$ cat config.mk
export PLATFORM = sky130hd
export DESIGN_NAME = mc_port_arbiter
export DESIGN_NICKNAME = d
export VERILOG_FILES = /design/src/rtl/pdes_mc_pkg.sv /design/src/rtl/rr_arbiter.sv /design/src/rtl/mc_port_arbiter.sv
export SDC_FILE = /design/constraint.sdc
export NUM_CORES = 1
export LEC_CHECK = 0
export CELL_PAD_IN_SITES_DETAIL_PLACEMENT = 0
export CELL_PAD_IN_SITES_GLOBAL_PLACEMENT = 1
export CORE_AREA = 4 4 380 382
export DETAILED_ROUTE_END_ITERATION = 8
export DIE_AREA = 0 0 384 386
export DONT_BUFFER_PORTS = 1
export PLACE_DENSITY_LB_ADDON = 0.1
export SYNTH_ARGS = -nofsm -noshare
export SYNTH_HDL_FRONTEND = slang
export SYNTH_SLANG_ARGS = --single-unit
$ cat constraint.sdc
create_clock -name clk -period 9.5 [get_ports clk]
set_input_delay 1.425 -clock clk [delete_from_list [all_inputs] [get_ports clk]]
set_output_delay 1.425 -clock clk [all_outputs]
set_load 0.05 [all_outputs]
$ cat src/rtl/pdes_mc_pkg.sv
// Shared MC port field widths and arbiter types, common to phold, dummy_mc and the arbiter.
// Latency: none (declarations only).
// Backpressure: none (declarations only).
package pdes_mc_pkg;

    localparam int MC_CMD_W             = 3;
    localparam int MC_SCMD_W            = 4;
    localparam int MC_ADR_W             = 48;
    localparam int MC_SIZE_W            = 2;
    localparam int MC_DATA_W            = 64;
    localparam int MC_RTNCTL_W_DEFAULT  = 32;

    // Outstanding counters are sized for the largest allowed cap (255).
    localparam int OST_W                = 8;

    typedef enum logic {
        RQ_EMPTY = 1'b0,
        RQ_FULL  = 1'b1
    } rq_state_t;

endpackage

$ cat src/rtl/rr_arbiter.sv
// Round-robin arbiter: one-hot grant to the first requester at or after the pointer.
// Latency: combinational grant; the pointer advances on the clock after a grant.
// Backpressure: en low suppresses the grant and freezes the pointer.
module rr_arbiter #(
    parameter int NUM_REQ = 4,
    parameter int ID_WID  = 2
) (
    input  logic               clk,
    input  logic               rst_n,
    input  logic [NUM_REQ-1:0] req,
    input  logic               en,
    output logic [NUM_REQ-1:0] gnt,
    output logic [ID_WID-1:0]  gnt_id
);

    logic [ID_WID-1:0] rr_q;
    logic [ID_WID-1:0] rr_d;
    logic [ID_WID-1:0] cand;
    logic              found;

    // Scan from the pointer; ID_WID-bit addition wraps modulo NUM_REQ.
    always_comb begin
        found  = 1'b0;
        gnt_id = '0;
        cand   = '0;
        for (int off = 0; off < NUM_REQ; off++) begin
            cand = rr_q + ID_WID'(off);
            if (!found && req[cand]) begin
                found  = 1'b1;
                gnt_id = cand;
            end
        end
        gnt  = '0;
        rr_d = rr_q;
        if (en && found) begin
            gnt[gnt_id] = 1'b1;
            rr_d        = gnt_id + ID_WID'(1);
        end
    end

    // Pointer register.
    always_ff @(posedge clk or negedge rst_n) begin
        if (!rst_n) rr_q <= '0;
        else        rr_q <= rr_d;
    end

endmodule

$ cat src/rtl/mc_port_arbiter.sv
// Multiplexes NUM_REQ cores onto one MC port, tags rtnctl with the core ID, routes responses back.
// Latency: grant to mc_rq_vld 1 cycle; mc_rs_vld to rsp_vld 1 cycle; 1 transfer/cycle each way.
// Backpressure: mc_rq_stall blocks grants while RQ is full; rsp_stall of the target core drives mc_rs_stall.
module mc_port_arbiter
    import pdes_mc_pkg::*;
#(
    parameter int NUM_REQ         = 4,
    parameter int ID_WID          = 2,
    parameter int MC_RTNCTL_WIDTH = MC_RTNCTL_W_DEFAULT,
    parameter int OST_MAX         = 15
) (
    input  logic                                        clk,
    input  logic                                        rst_n,
    input  logic [NUM_REQ-1:0]                          req_vld,
    input  logic [MC_CMD_W*NUM_REQ-1:0]                 req_cmd,
    input  logic [MC_SCMD_W*NUM_REQ-1:0]                req_scmd,
    input  logic [MC_ADR_W*NUM_REQ-1:0]                 req_vadr,
    input  logic [MC_SIZE_W*NUM_REQ-1:0]                req_size,
    input  logic [MC_DATA_W*NUM_REQ-1:0]                req_data,
    input  logic [(MC_RTNCTL_WIDTH-ID_WID)*NUM_REQ-1:0] req_rtnctl,
    output logic [NUM_REQ-1:0]                          req_gnt,
    output logic                                        mc_rq_vld,
    output logic [MC_CMD_W-1:0]                         mc_rq_cmd,
    output logic [MC_SCMD_W-1:0]                        mc_rq_scmd,
    output logic [MC_ADR_W-1:0]                         mc_rq_vadr,
    output logic [MC_SIZE_W-1:0]                        mc_rq_size,
    output logic [MC_RTNCTL_WIDTH-1:0]                  mc_rq_rtnctl,
    output logic [MC_DATA_W-1:0]                        mc_rq_data,
    output logic                                        mc_rq_flush,
    input  logic                                        mc_rq_stall,
    input  logic                                        mc_rs_vld,
    input  logic [MC_CMD_W-1:0]                         mc_rs_cmd,
    input  logic [MC_SCMD_W-1:0]                        mc_rs_scmd,
    input  logic [MC_RTNCTL_WIDTH-1:0]                  mc_rs_rtnctl,
    input  logic [MC_DATA_W-1:0]                        mc_rs_data,
    output logic                                        mc_rs_stall,
    output logic [NUM_REQ-1:0]                          rsp_vld,
    output logic [MC_CMD_W-1:0]                         rsp_cmd,
    output logic [MC_SCMD_W-1:0]                        rsp_scmd,
    output logic [MC_RTNCTL_WIDTH-ID_WID-1:0]           rsp_rtnctl,
    output logic [MC_DATA_W-1:0]                        rsp_data,
    input  logic [NUM_REQ-1:0]                          rsp_stall,
    output logic                                        idle
);

    localparam int TAG_W = MC_RTNCTL_WIDTH - ID_WID;

    logic [NUM_REQ-1:0]         elig;
    logic                       arb_en;
    logic                       gnt_any;
    logic [ID_WID-1:0]          win_id;

    rq_state_t                  rq_state_q, rq_state_d;
    logic [MC_CMD_W-1:0]        rq_cmd_q, rq_cmd_d;
    logic [MC_SCMD_W-1:0]       rq_scmd_q, rq_scmd_d;
    logic [MC_ADR_W-1:0]        rq_vadr_q, rq_vadr_d;
    logic [MC_SIZE_W-1:0]       rq_size_q, rq_size_d;
    logic [MC_RTNCTL_WIDTH-1:0] rq_rtnctl_q, rq_rtnctl_d;
    logic [MC_DATA_W-1:0]       rq_data_q, rq_data_d;

    logic                       rs_full_q, rs_full_d;
    logic [ID_WID-1:0]          rs_id_q, rs_id_d;
    logic [MC_CMD_W-1:0]        rs_cmd_q, rs_cmd_d;
    logic [MC_SCMD_W-1:0]       rs_scmd_q, rs_scmd_d;
    logic [TAG_W-1:0]           rs_rtnctl_q, rs_rtnctl_d;
    logic [MC_DATA_W-1:0]       rs_data_q, rs_data_d;
    logic                       rs_load;
    logic                       rs_deliver;

    logic [OST_W-1:0]           ost_q [NUM_REQ];
    logic [OST_W-1:0]           ost_d [NUM_REQ];
    logic                       ost_all_zero;

    // A core at its outstanding cap drops out of arbitration until a response returns.
    always_comb begin
        elig = '0;
        for (int i = 0; i < NUM_REQ; i++) begin
            elig[i] = req_vld[i] && (ost_q[i] != OST_W'(OST_MAX));
        end
    end

    // Grant only into a free slot or one that empties this cycle; held off during reset.
    assign arb_en  = rst_n && ((rq_state_q == RQ_EMPTY) || !mc_rq_stall);
    assign gnt_any = |req_gnt;

    rr_arbiter #(
        .NUM_REQ (NUM_REQ),
        .ID_WID  (ID_WID)
    ) u_rr_arbiter (
        .clk    (clk),
        .rst_n  (rst_n),
        .req    (elig),
        .en     (arb_en),
        .gnt    (req_gnt),
        .gnt_id (win_id)
    );

    // RQ next state: fill on grant, drain on unstalled transfer, refill back-to-back.
    always_comb begin
        rq_state_d  = rq_state_q;
        rq_cmd_d    = rq_cmd_q;
        rq_scmd_d   = rq_scmd_q;
        rq_vadr_d   = rq_vadr_q;
        rq_size_d   = rq_size_q;
        rq_rtnctl_d = rq_rtnctl_q;
        rq_data_d   = rq_data_q;
        case (rq_state_q)
            RQ_EMPTY: if (gnt_any) rq_state_d = RQ_FULL;
            RQ_FULL:  if (!mc_rq_stall && !gnt_any) rq_state_d = RQ_EMPTY;
            default:  rq_state_d = RQ_EMPTY;
        endcase
        if (gnt_any) begin
            rq_cmd_d    = req_cmd[win_id*MC_CMD_W +: MC_CMD_W];
            rq_scmd_d   = req_scmd[win_id*MC_SCMD_W +: MC_SCMD_W];
            rq_vadr_d   = req_vadr[win_id*MC_ADR_W +: MC_ADR_W];
            rq_size_d   = req_size[win_id*MC_SIZE_W +: MC_SIZE_W];
            rq_rtnctl_d = {win_id, req_rtnctl[win_id*TAG_W +: TAG_W]};
            rq_data_d   = req_data[win_id*MC_DATA_W +: MC_DATA_W];
        end
    end

    // RQ registers.
    always_ff @(posedge clk or negedge rst_n) begin
        if (!rst_n) begin
            rq_state_q  <= RQ_EMPTY;
            rq_cmd_q    <= '0;
            rq_scmd_q   <= '0;
            rq_vadr_q   <= '0;
            rq_size_q   <= '0;
            rq_rtnctl_q <= '0;
            rq_data_q   <= '0;
        end else begin
            rq_state_q  <= rq_state_d;
            rq_cmd_q    <= rq_cmd_d;
            rq_scmd_q   <= rq_scmd_d;
            rq_vadr_q   <= rq_vadr_d;
            rq_size_q   <= rq_size_d;
            rq_rtnctl_q <= rq_rtnctl_d;
            rq_data_q   <= rq_data_d;
        end
    end

    assign mc_rq_vld    = (rq_state_q == RQ_FULL);
    assign mc_rq_cmd    = rq_cmd_q;
    assign mc_rq_scmd   = rq_scmd_q;
    assign mc_rq_vadr   = rq_vadr_q;
    assign mc_rq_size   = rq_size_q;
    assign mc_rq_rtnctl = rq_rtnctl_q;
    assign mc_rq_data   = rq_data_q;
    assign mc_rq_flush  = 1'b0;

    // RS next state: stall the MC only while the held response is blocked, so drain and reload overlap.
    always_comb begin
        mc_rs_stall = rs_full_q && rsp_stall[rs_id_q];
        rs_deliver  = rs_full_q && !rsp_stall[rs_id_q];
        rs_load     = mc_rs_vld && !mc_rs_stall;
        rs_full_d   = rs_load || (rs_full_q && !rs_deliver);
        rs_id_d     = rs_id_q;
        rs_cmd_d    = rs_cmd_q;
        rs_scmd_d   = rs_scmd_q;
        rs_rtnctl_d = rs_rtnctl_q;
        rs_data_d   = rs_data_q;
        if (rs_load) begin
            rs_id_d     = mc_rs_rtnctl[MC_RTNCTL_WIDTH-1 -: ID_WID];
            rs_cmd_d    = mc_rs_cmd;
            rs_scmd_d   = mc_rs_scmd;
            rs_rtnctl_d = mc_rs_rtnctl[TAG_W-1:0];
            rs_data_d   = mc_rs_data;
        end
    end

    // RS registers.
    always_ff @(posedge clk or negedge rst_n) begin
        if (!rst_n) begin
            rs_full_q   <= 1'b0;
            rs_id_q     <= '0;
            rs_cmd_q    <= '0;
            rs_scmd_q   <= '0;
            rs_rtnctl_q <= '0;
            rs_data_q   <= '0;
        end else begin
            rs_full_q   <= rs_full_d;
            rs_id_q     <= rs_id_d;
            rs_cmd_q    <= rs_cmd_d;
            rs_scmd_q   <= rs_scmd_d;
            rs_rtnctl_q <= rs_rtnctl_d;
            rs_data_q   <= rs_data_d;
        end
    end

    // Steer the held response to its owner only.
    always_comb begin
        rsp_vld = '0;
        if (rs_full_q) rsp_vld[rs_id_q] = 1'b1;
    end

    assign rsp_cmd    = rs_cmd_q;
    assign rsp_scmd   = rs_scmd_q;
    assign rsp_rtnctl = rs_rtnctl_q;
    assign rsp_data   = rs_data_q;

    // Outstanding counts: grant adds, delivery subtracts, both cancel; a stray response cannot underflow.
    always_comb begin
        ost_all_zero = 1'b1;
        for (int i = 0; i < NUM_REQ; i++) begin
            ost_d[i] = ost_q[i];
            if (req_gnt[i] && !(rsp_vld[i] && !rsp_stall[i])) begin
                ost_d[i] = ost_q[i] + OST_W'(1);
            end else if (!req_gnt[i] && rsp_vld[i] && !rsp_stall[i] && (ost_q[i] != '0)) begin
                ost_d[i] = ost_q[i] - OST_W'(1);
            end
            if (ost_q[i] != '0) ost_all_zero = 1'b0;
        end
    end

    // Outstanding counter registers.
    always_ff @(posedge clk or negedge rst_n) begin
        if (!rst_n) begin
            for (int i = 0; i < NUM_REQ; i++) ost_q[i] <= '0;
        end else begin
            for (int i = 0; i < NUM_REQ; i++) ost_q[i] <= ost_d[i];
        end
    end

    assign idle = (rq_state_q == RQ_EMPTY) && !rs_full_q && ost_all_zero;

endmodule

# ---- Word level (Yosys, flattened, before mapping)
# Index checks and enable logic that the tools add are counted.
dict set report word_totals {
  input_bits 719
  ff_bits 292
}
dict set report classes {
  add_sub_neg 12
  n_lt_le_gt_ge 8
  multipliers 3
  reduce_logical 70
  eq_ne 4
  n_bitwise 1
  shifts 6
  mux 39
}
# op count
set ops {}
lappend ops {{$shiftx 256x9->64} 1}
lappend ops {{$shiftx 192x9->48} 1}
lappend ops {{$shiftx 120x8->30} 1}
lappend ops {{$mux 8} 8}
lappend ops {{$logic_and 1x1->1} 38}
lappend ops {{$add 8x1->8 const B} 4}
lappend ops {{$ne 8x4->1 const B} 4}
lappend ops {{$reduce_bool 8->1} 4}
lappend ops {{$sub 8x1->8 const B} 4}
lappend ops {{$logic_not 1->1} 21}
lappend ops {{$lt 2x3->1 const B} 6}
lappend ops {{$mux 1} 17}
lappend ops {{$shiftx 16x5->4} 1}
lappend ops {{$shiftx 12x5->3} 1}
lappend ops {{$bmux 1 s2} 5}
lappend ops {{$mul 2x2->4 const B} 2}
lappend ops {{$mux 2} 4}
lappend ops {{$mux 4} 2}
lappend ops {{$reduce_bool 2->1} 4}
lappend ops {{$shiftx 8x4->2} 1}
lappend ops {{$mul 2x4->6 const B} 1}
lappend ops {{$add 2x1->2 const B} 2}
lappend ops {{$add 2x2->2 const B} 2}
lappend ops {{$demux 1 s2} 2}
lappend ops {{5 further kinds} 7}

# ---- Longest topological paths before layout
# Gate-level depths: netlist of run 1.
dict set report logic_depth {
  word_depth 25
  mapped_depth 14
  depth_no_buf 13
}

# ---- Cells and area by module
# From an unflattened synthesis of run 1, not the netlist that was laid out.
dict set report hier_totals {
  cells_unflattened 1066
  area_unflattened_um2 16615.9
}
# mod area_each_um2 instances seq_area_each_um2 cells_each
set modules_own_cells {}
lappend modules_own_cells {mc_port_arbiter 16349.4 1 7257.0 1036}
lappend modules_own_cells {rr_arbiter 266.5 1 50.0 30}

# ---- Worst setup path before layout of run 1
# Ideal clock, no wire load.
dict set report synth_path {
  kind {input to output}
  from {input req_vld[2]}
  to {output req_gnt[0]}
  setup_slack_ps 4498
  stages 7
  t_arrival_ps 3577
  path_buffers 3
  cell_sequence {o21ai_0 nand4_1 nand3_1 buf_2 buf_2 buf_1 nor3_1}
}
dict set report synth_via {
  elab_chain_len 18
}
# element line
set synth_lines {}
lappend synth_lines {{start: declaration} mc_port_arbiter.sv:14} ;# input logic [NUM_REQ-1:0] req_vld,
lappend synth_lines {{$logic_and 1x1->1 (*)} mc_port_arbiter.sv:78} ;# elig[i] = req_vld[i] && (ost_q[i] != OST_W'(OST_MAX));
lappend synth_lines {{$bmux 1 s2} rr_arbiter.sv:28} ;# if (!found && req[cand]) begin
lappend synth_lines {{$mux 1 (implied by the code)} rr_arbiter.sv:28}
lappend synth_lines {{$mux 1} rr_arbiter.sv:28}
lappend synth_lines {{$logic_not 1->1} rr_arbiter.sv:28}
lappend synth_lines {{$logic_and 1x1->1} rr_arbiter.sv:28}
lappend synth_lines {{$mux 1} rr_arbiter.sv:28}
lappend synth_lines {{$logic_not 1->1} rr_arbiter.sv:28}
lappend synth_lines {{[2 not listed]} --}
lappend synth_lines {{$logic_not 1->1} rr_arbiter.sv:28}
lappend synth_lines {{$logic_and 1x1->1} rr_arbiter.sv:28}
lappend synth_lines {{$mux 2} rr_arbiter.sv:28}
lappend synth_lines {{$lt 2x3->1 (implied by the code) / $ge 2x1->1 (equally long branches)} rr_arbiter.sv:36} ;# gnt[gnt_id] = 1'b1;
lappend synth_lines {{$logic_and 1x1->1 (implied by the code)} rr_arbiter.sv:36}
lappend synth_lines {{$mux 1 (implied by the code)} rr_arbiter.sv:36}
lappend synth_lines {{$demux 1 s2} --}
lappend synth_lines {{$mux 4 (*)} rr_arbiter.sv:35} ;# if (en && found) begin
lappend synth_lines {{end: declaration} mc_port_arbiter.sv:21} ;# output logic [NUM_REQ-1:0] req_gnt,
# Mark *: on every way between the ends. The rest lies on a longest branch, timed or not. The select of a mux whose other input is x is not followed.

# ---- Worst setup path after layout of run 1
dict set report layout_path {
  from {register ost_q[12] in the netlist's numbering}
  to {output req_gnt[3]}
}
dict set report layout_via {
  elab_chain_len 19
}
# element line
set layout_lines {}
lappend layout_lines {{start: declaration} mc_port_arbiter.sv:70} ;# logic [OST_W-1:0] ost_q [NUM_REQ];
lappend layout_lines {{$ne 8x4->1 (*)} mc_port_arbiter.sv:78}
lappend layout_lines {{$logic_and 1x1->1 (*)} mc_port_arbiter.sv:78}
lappend layout_lines {{$bmux 1 s2} rr_arbiter.sv:28}
lappend layout_lines {{$mux 1 (implied by the code)} rr_arbiter.sv:28}
lappend layout_lines {{$mux 1} rr_arbiter.sv:28}
lappend layout_lines {{$logic_not 1->1} rr_arbiter.sv:28}
lappend layout_lines {{$logic_and 1x1->1} rr_arbiter.sv:28}
lappend layout_lines {{$mux 1} rr_arbiter.sv:28}
lappend layout_lines {{[3 not listed]} --}
lappend layout_lines {{$logic_not 1->1} rr_arbiter.sv:28}
lappend layout_lines {{$logic_and 1x1->1} rr_arbiter.sv:28}
lappend layout_lines {{$mux 2} rr_arbiter.sv:28}
lappend layout_lines {{$lt 2x3->1 (implied by the code) / $ge 2x1->1 (equally long branches)} rr_arbiter.sv:36}
lappend layout_lines {{$logic_and 1x1->1 (implied by the code)} rr_arbiter.sv:36}
lappend layout_lines {{$mux 1 (implied by the code)} rr_arbiter.sv:36}
lappend layout_lines {{$demux 1 s2} --}
lappend layout_lines {{$mux 4 (*)} rr_arbiter.sv:35}
# Marked as above.

==> results of run 1 <==
==> sequential cells by signal, summed over array words and instances, names as in the netlist <==
signal,cells
mc_rq_data,64
mc_rq_vadr,48
rsp_scmd,4
u_rr_arbiter.rr_q,2
rsp_rtnctl,30
mc_rq_cmd,3
ost_q,32
rsp_data,64
mc_rq_rtnctl,32
mc_rq_scmd,4
rs_id_q,2
rs_full_q,1
mc_rq_vld,1
rsp_cmd,3
mc_rq_size,2
==> power by group through the flow <==
stage / registers, uW / clock network [uW] / logic, uW
6_report: 3720 / 1670 / 2350
5_1_grt: 3810 / 1820 / 2610
4_1_cts: 3770 / 1790 / 2430
3_5_place_dp: 3790 / 0 / 2430
3_3_place_gp: 3820 / 0 / 2410
2_1_floorplan: 3460 / 0 / 1960
==> per-layer routing <==
| layer | global-route usage [%] | vias to the layer above |
|---|---|---|
| li1 | - | 5266 |
| met1 | 9.18 | 5364 |
| met2 | 16.9 | 554 |
| met3 | 4.09 | 77 |
| met4 | 2.90 | 10 |
| met5 | 0 | - |
==> through the flow <==
stage	instances	hold WS [ps]	setup WS [ps]	instance area [um2]
floorplan	1484	440	4500	17000
global placement	3289	460	4370	19000
detailed placement	3289	462	4450	19000
CTS	3364	419	4400	20400
global route	3365	439	4350	20400
finish	3371	473	4590	20500
==> worst max-delay path, delay by kind of cell (launching register included) <==
kind,cells,cell delay (ps)
and+or+nand+nor,4,1790
AOI/OAI and AO/OA,2,430
DFF,1,400
buffers and inverters,1,260
==> cell type report <==
cell class	instances	area share, %
Multi-Input combinational cell	1083	44.7
Inverter	10	0.183
Tap cell	1890	11.6
Sequential cell	292	35.7
Clock inverter	16	1.10
Timing Repair Buffer	14	0.636
Clock buffer	59	5.99
Antenna cell	7	0.0856
==> cell families (layout without fill, tap and decap cells) <==
| kind of cell | Yosys count | count (layout) |
|---|---|---|
| AO/OA/AOI/OAI | 204 | 204 |
| multiplexers | 585 | 585 |
| adder cells (fa/ha/maj) | 28 | 28 |
| buffers and inverters | 109 | 99 |
| XOR/XNOR | 29 | 29 |
| flip-flops | 292 | 292 |
| AND/OR/NAND/NOR | 236 | 236 |
| other | 1 | 8 |
==> how the worst max path moves through the flow <==
stage	startpoint	to	slack, ps	cells past startpoint
detailed placement	req_vld[2]	ost_q[31]	4450	12
finish	ost_q[12]	req_gnt[3]	4590	7
CTS	ost_q[29]	req_gnt[3]	4400	7
global placement	req_vld[2]	ost_q[15]	4370	13
floorplan	req_vld[2]	req_gnt[0]	4500	7
global route	ost_q[29]	req_gnt[1]	4350	7
==> synthesized netlist by cell type (all sizes together) <==
cell | n | area share (%)
mux2i | 306 | 18
dfrtp | 292 | 43
mux2 | 278 | 19
nand2 | 174 | 3.9
o21ai | 162 | 4.9
buf | 60 | 2.2
clkbuf | 39 | 0.86
ha | 24 | 1.8
xnor2 | 23 | 1.2
nor2 | 20 | 0.57
a21oi | 14 | 0.41
inv | 10 | 0.22
nor3 | 9 | 0.29
a21o | 8 | 0.35
nor4 | 7 | 0.43
nand4 | 6 | 0.26
or4 | 6 | 0.33
xor2 | 6 | 0.31
nand2b | 5 | 0.18
fa | 4 | 0.47
o21bai | 4 | 0.18
o41ai | 4 | 0.21
a31oi | 3 | 0.29
o211ai | 3 | 0.13
a311o | 2 | 0.12
and2 | 2 | 0.074
and3 | 2 | 0.074
nor3b | 2 | 0.12
a21boi | 1 | 0.044
a311oi | 1 | 0.15
conb | 1 | 0.022
mux4 | 1 | 0.13
nand3 | 1 | 0.029
nor2b | 1 | 0.037
o211a | 1 | 0.059
o21a | 1 | 0.044
or3 | 1 | 0.037
==> qor.yml, run 1 <==
status: "finished, final reports clean"
synth-seq-cells: 292
insertion_delay_ps: 610
path_clk_slew_ps: 50
seqCellArea_um2: 7310
layout_commonest_cell: "mux2i_1"
max_freq_mhz: 204
fin_skew_ps: 18.9
swShare_pct: 50.1
synth_compound_area_share_pct: 6.87
cap_violations: 0
cts_made_buffers: 43
post-route-util_pct: 14.5
seq_area_frac_synth_pct: 43.0
r2r-end: "mc_rq_data[56]"
clock_sinks: 292
min_path_cells: 1
hold_start: "ost_q[7]"
hpwl_um: 57900
antenna_found_initial: 16
synth_fp_nets: 2231
grt-ovfl-total: 0
tightest_slew_ps: 1190
syn_area_um2: 17000
initial_utilization_pct: 12.0
synth_mux_area_share_pct: 36.7
fillers: 15800
internal_power_uw: 3870
drc: 0
die_h_um: 386
ant_nets: 0
grt_pass1_wl_um: 97100
port_buffers: 0
syn_inst: 1484
seqPwrFrac_pct: 48.0
place_congestion: 0.737
cts_setup_buffers: 0
cp.arrival_ps: 3490
num_rows: 138
mostFrequentLayoutCells: "mux2i_1, dfrtp_1, mux2_2, nand2_1, o21ai_1"
grt_max_degree: 296
rsz0062_at_grt: "false"
wl_met3_um: 7670
synth_top_family_by_area: "multiplexers"
io-pin-count: 985
yosys.area_share.simple_pct: 6.31
wl_per_cell_um: 21.9
comb_power_share_pct: 30.4
cts_tree: "done"
firstDrtPassIters: 4
synth_warnings: 0
wl_met1_um: 24900
cp_cell_sequence: "or4_4, o211a_1, o21a_1, nor3_2, buf_4, nand2_1, nor2_1"
clockBufferDepth: 3
synth_xor_area_share_pct: 1.50
powerDensity_nw_per_um2: 378
grt_pass1_vias: 12400
syn_avg_cell_area_um2: 11.4
htreeDepth: 2
yosys.area_share.adder_pct: 2.24
r2r_cells: 9
hold_end: "ost_q[7]"
cts_resized: 0
core_area_um2: 141000
crit_path_max_incr_delay_ps: 850
setup_viol: 0
synth.distinct_cells: 53
hold_viol_final: 0
hp-class: "flip-flop to flip-flop"
fin_crit_sh_pct: 51.7
drt_wl_total_um: 73700
via_count: 11300
relSlewSlack_pct: 20.8
nets: 2191
critPathMaxFanout: 9
p_leak_uw: 0.00836
grt_usage_pct: 9.17
cp_slowest_cell: "nor2_1"
top_layer: "met5"
multi_input_area_um2: 9160
critPathKind: "flip-flop to output port"
period_minus_slack_ps: 4910
r2r-start: "ost_q[5]"
power_uw: 7750
drive_gt1_share_pct: 25.4
holdBufCountCts: 0
r2r_slack_ps: 4780
fp.dieArea_um2: 148000
via_per_inst: 3.34
area_growth_syn_to_layout_pct: 20.5
peakVddDrop_uv: 170
critPathRequiredTime_ps: 8080
root_buffer: "clkbuf_16"
cp-end-kind: "output port"
p_clk_share_pct: 21.6
timing.setup.tns_ps: 0
die_x_um: 384
p_sw_uw: 3880
wl_met2_um: 39200
drtIter0Drc: 336
worstSetupStartpointType: "flip-flop"
maxSlewViolCount: 0
No activity file was read; power rests on OpenSTA's default activity.
==> run 2, diff against run 1 <==
Settings changed: CORE_AREA 4 4 380 382 to 4 4 386 388, DIE_AREA 0 0 384 386 to 0 0 390 392.
Clock period 9.5 ns to 4.12 ns, I/O delays scaled along.
==> run 2 against run 1 <==
Net effect: combinational power rose by 140%; first-iteration DRC count is 2.1% lower; the flow now finishes with violations (hold timing); hold slack got worse by 770 ps; setup slack got worse by 4300 ps; critical path depth up 6; clock skew is 29 ps higher.
==> qor.yml, run 2 (same netlist as run 1, synthesis figures left out) <==
layout_commonest_cell: "mux2i_1"
initial_utilization_pct: 11.7  # -0.36 points
clockBufferDepth: 3  # unchanged
violations: "hold timing"
cp-end-kind: "flip-flop"
cp_common_cell: "a21oi_1"
grt_pass1_wl_um: 96400  # -0.66%
critPathKind: "flip-flop to flip-flop"
insertion_delay_ps: 620  # about the same
drtIter0Drc: 329  # -2.1%
path_clk_slew_ps: 50  # about the same
die_x_um: 390  # +1.6%
powerDensity_nw_per_um2: 872  # +130%
p_leak_uw: 0.00857  # +2.6%
cts_made_buffers: 45  # +4.7%
grt_max_degree: 296  # unchanged
grt_pass1_vias: 12600  # +1.4%
fin_skew_ps: 47.6  # +28.7 ps
core_area_um2: 145000  # +3.1%
io-pin-count: 985  # unchanged
die_h_um: 392  # +1.6%
cpLargestDelayFamily: "simple AND/OR/NAND/NOR gates"
max_freq_mhz: 259
crit_path_max_incr_delay_ps: 580  # -270 ps
critPathMaxFanout: 4  # -5
period_minus_slack_ps: 3860
cp_cell_sequence: "or4_4, o211a_1, o21a_1, or3_4, nor4_4, inv_2, fa_1, a21o_1, a21oi_1, o21bai_1, a21oi_1, xnor2_1, mux2_1"
maxSlewViolCount: 0  # unchanged
mostFrequentLayoutCells: "mux2i_1, dfrtp_1, mux2_2, nand2_1, o21ai_1"
rsz0062_at_grt: "true"
root_buffer: "clkbuf_16"
critPathRequiredTime_ps: 4590  # -3490 ps
setup_viol: 0  # unchanged
via_count: 11500  # +1.7%
place_congestion: 0.759  # +3.0%
antenna_found_initial: 15  # -1
fin_crit_sh_pct: 93.8
r2r-start: "ost_q[12]"
fillers: 16300  # +3.1%
hold_viol_final: 292  # +292
r2r_cells: 13  # +4
seqCellArea_um2: 7310  # unchanged
cap_violations: 0  # unchanged
stdcell_count: 3431  # +1.8%
hp-class: "input port to async pin"
num_rows: 140  # +1.4%
grt-ovfl-total: 0  # unchanged
htreeDepth: 2  # unchanged
crit_buf_inv: 1  # unchanged
port_buffers: 0  # unchanged
grt_usage_pct: 8.80  # -0.37 points
busiest_layer: "met2"
via_per_inst: 3.34  # -0.11%
gr-usage-met2_pct: 16.0  # -0.93 points
fp.dieArea_um2: 153000  # +3.1%
cp_slowest_cell: "or4_4"
drt_wl_total_um: 72700  # -1.4%
worstSetupStartpointType: "flip-flop"
fin_ws_ps: 255  # -4330 ps
met1_usage_pct: 8.92  # -0.26 points
ant_nets: 0  # unchanged
relSlewSlack_pct: 34.9  # +14 points
grt_util_met3_pct: 3.45  # -0.64 points
wl_per_cell_um: 21.2  # -3.1%
r2r-end: "ost_q[22]"
peakVddDrop_uv: 390  # +130%
place_area_um2: 19300  # +1.4%
drc: 0  # unchanged
status: "finished, violations left"
clock_sinks: 292  # unchanged
post-route-util_pct: 14.4  # -0.13 points
hpwl_um: 57700  # -0.41%
crit_cells: 13  # +6
area_growth_syn_to_layout_pct: 23.1
r2r_slack_ps: 260  # -4520 ps
place_ws_ps: 18.1  # -4430 ps
tightest_slew_ps: 976  # -212 ps
nets: 2217  # +1.2%
multi_input_area_um2: 9200  # +0.52%
firstDrtPassIters: 4  # unchanged
cp.arrival_ps: 4330  # +840 ps
stdcell_area_um2: 20900  # +2.2%
cts_tree: "done"
hold_slack_ps: -300  # -773 ps
post-place-cells: 3338  # +1.5%
drive_gt1_share_pct: 27.3  # +2.0 points
run 2: cell types whose count changed in the layout (fill, tap and decap cells not counted), sizes merged:
cell / change
buf: +24
clkinv: +2
clkbuf: +4
diode: +3
clkinvlp: -1
bufinv: +1
run 2: worst max path at each step:
stage | start | to
after floorplan | ost_q[5] | ost_q[31]
final | ost_q[12] | ost_q[22]
after global placement | ost_q[12] | ost_q[23]
after detailed placement | ost_q[5] | ost_q[31]
after CTS | ost_q[21] | ost_q[7]
after global routing | ost_q[4] | ost_q[31]
run 2: cell type report:
type	count	share of cell area (%)
diodes	10	0.120
clock buffers	63	6.19
clock inverters	18	1.25
inverters	10	0.180
multi-input cells	1083	44.0
flip-flops and latches	292	34.9
well taps	1917	11.5
repair buffers	38	1.82
run 2: repair_timing:
item	CTS	global route
resized for setup	3	9
pin swaps	0	3
hold endpoints to repair	292	292
setup buffers	0	2
setup endpoints to repair	3	10
run 2: metal layers:
layer	part of all wire, %	routed length [um]	up-vias
li1	-	-	5322
met1	35	25200	5439
met2	53	38200	588
met3	9.0	6520	102
met4	3.7	2720	8
met5	0.080	58	-
run 2: power by group:
group	switching [uW]	internal, uW	total [uW]
Combinational	2740	2830	5570
Sequential	4690	3920	8610
Clock	1580	2460	4040
Total	9020	9200	18200
run 2: stage by stage:
step / hold slack (ps) / setup TNS [ps] / total power (uW)
after floorplan: 322 / 0 / 12500
after global placement: 334 / 0 / 14400
after detailed placement: 332 / 0 / 14400
after CTS: -393 / 0 / 18700
after global routing: -379 / -105 / 19400
final: -300 / 0 / 18200
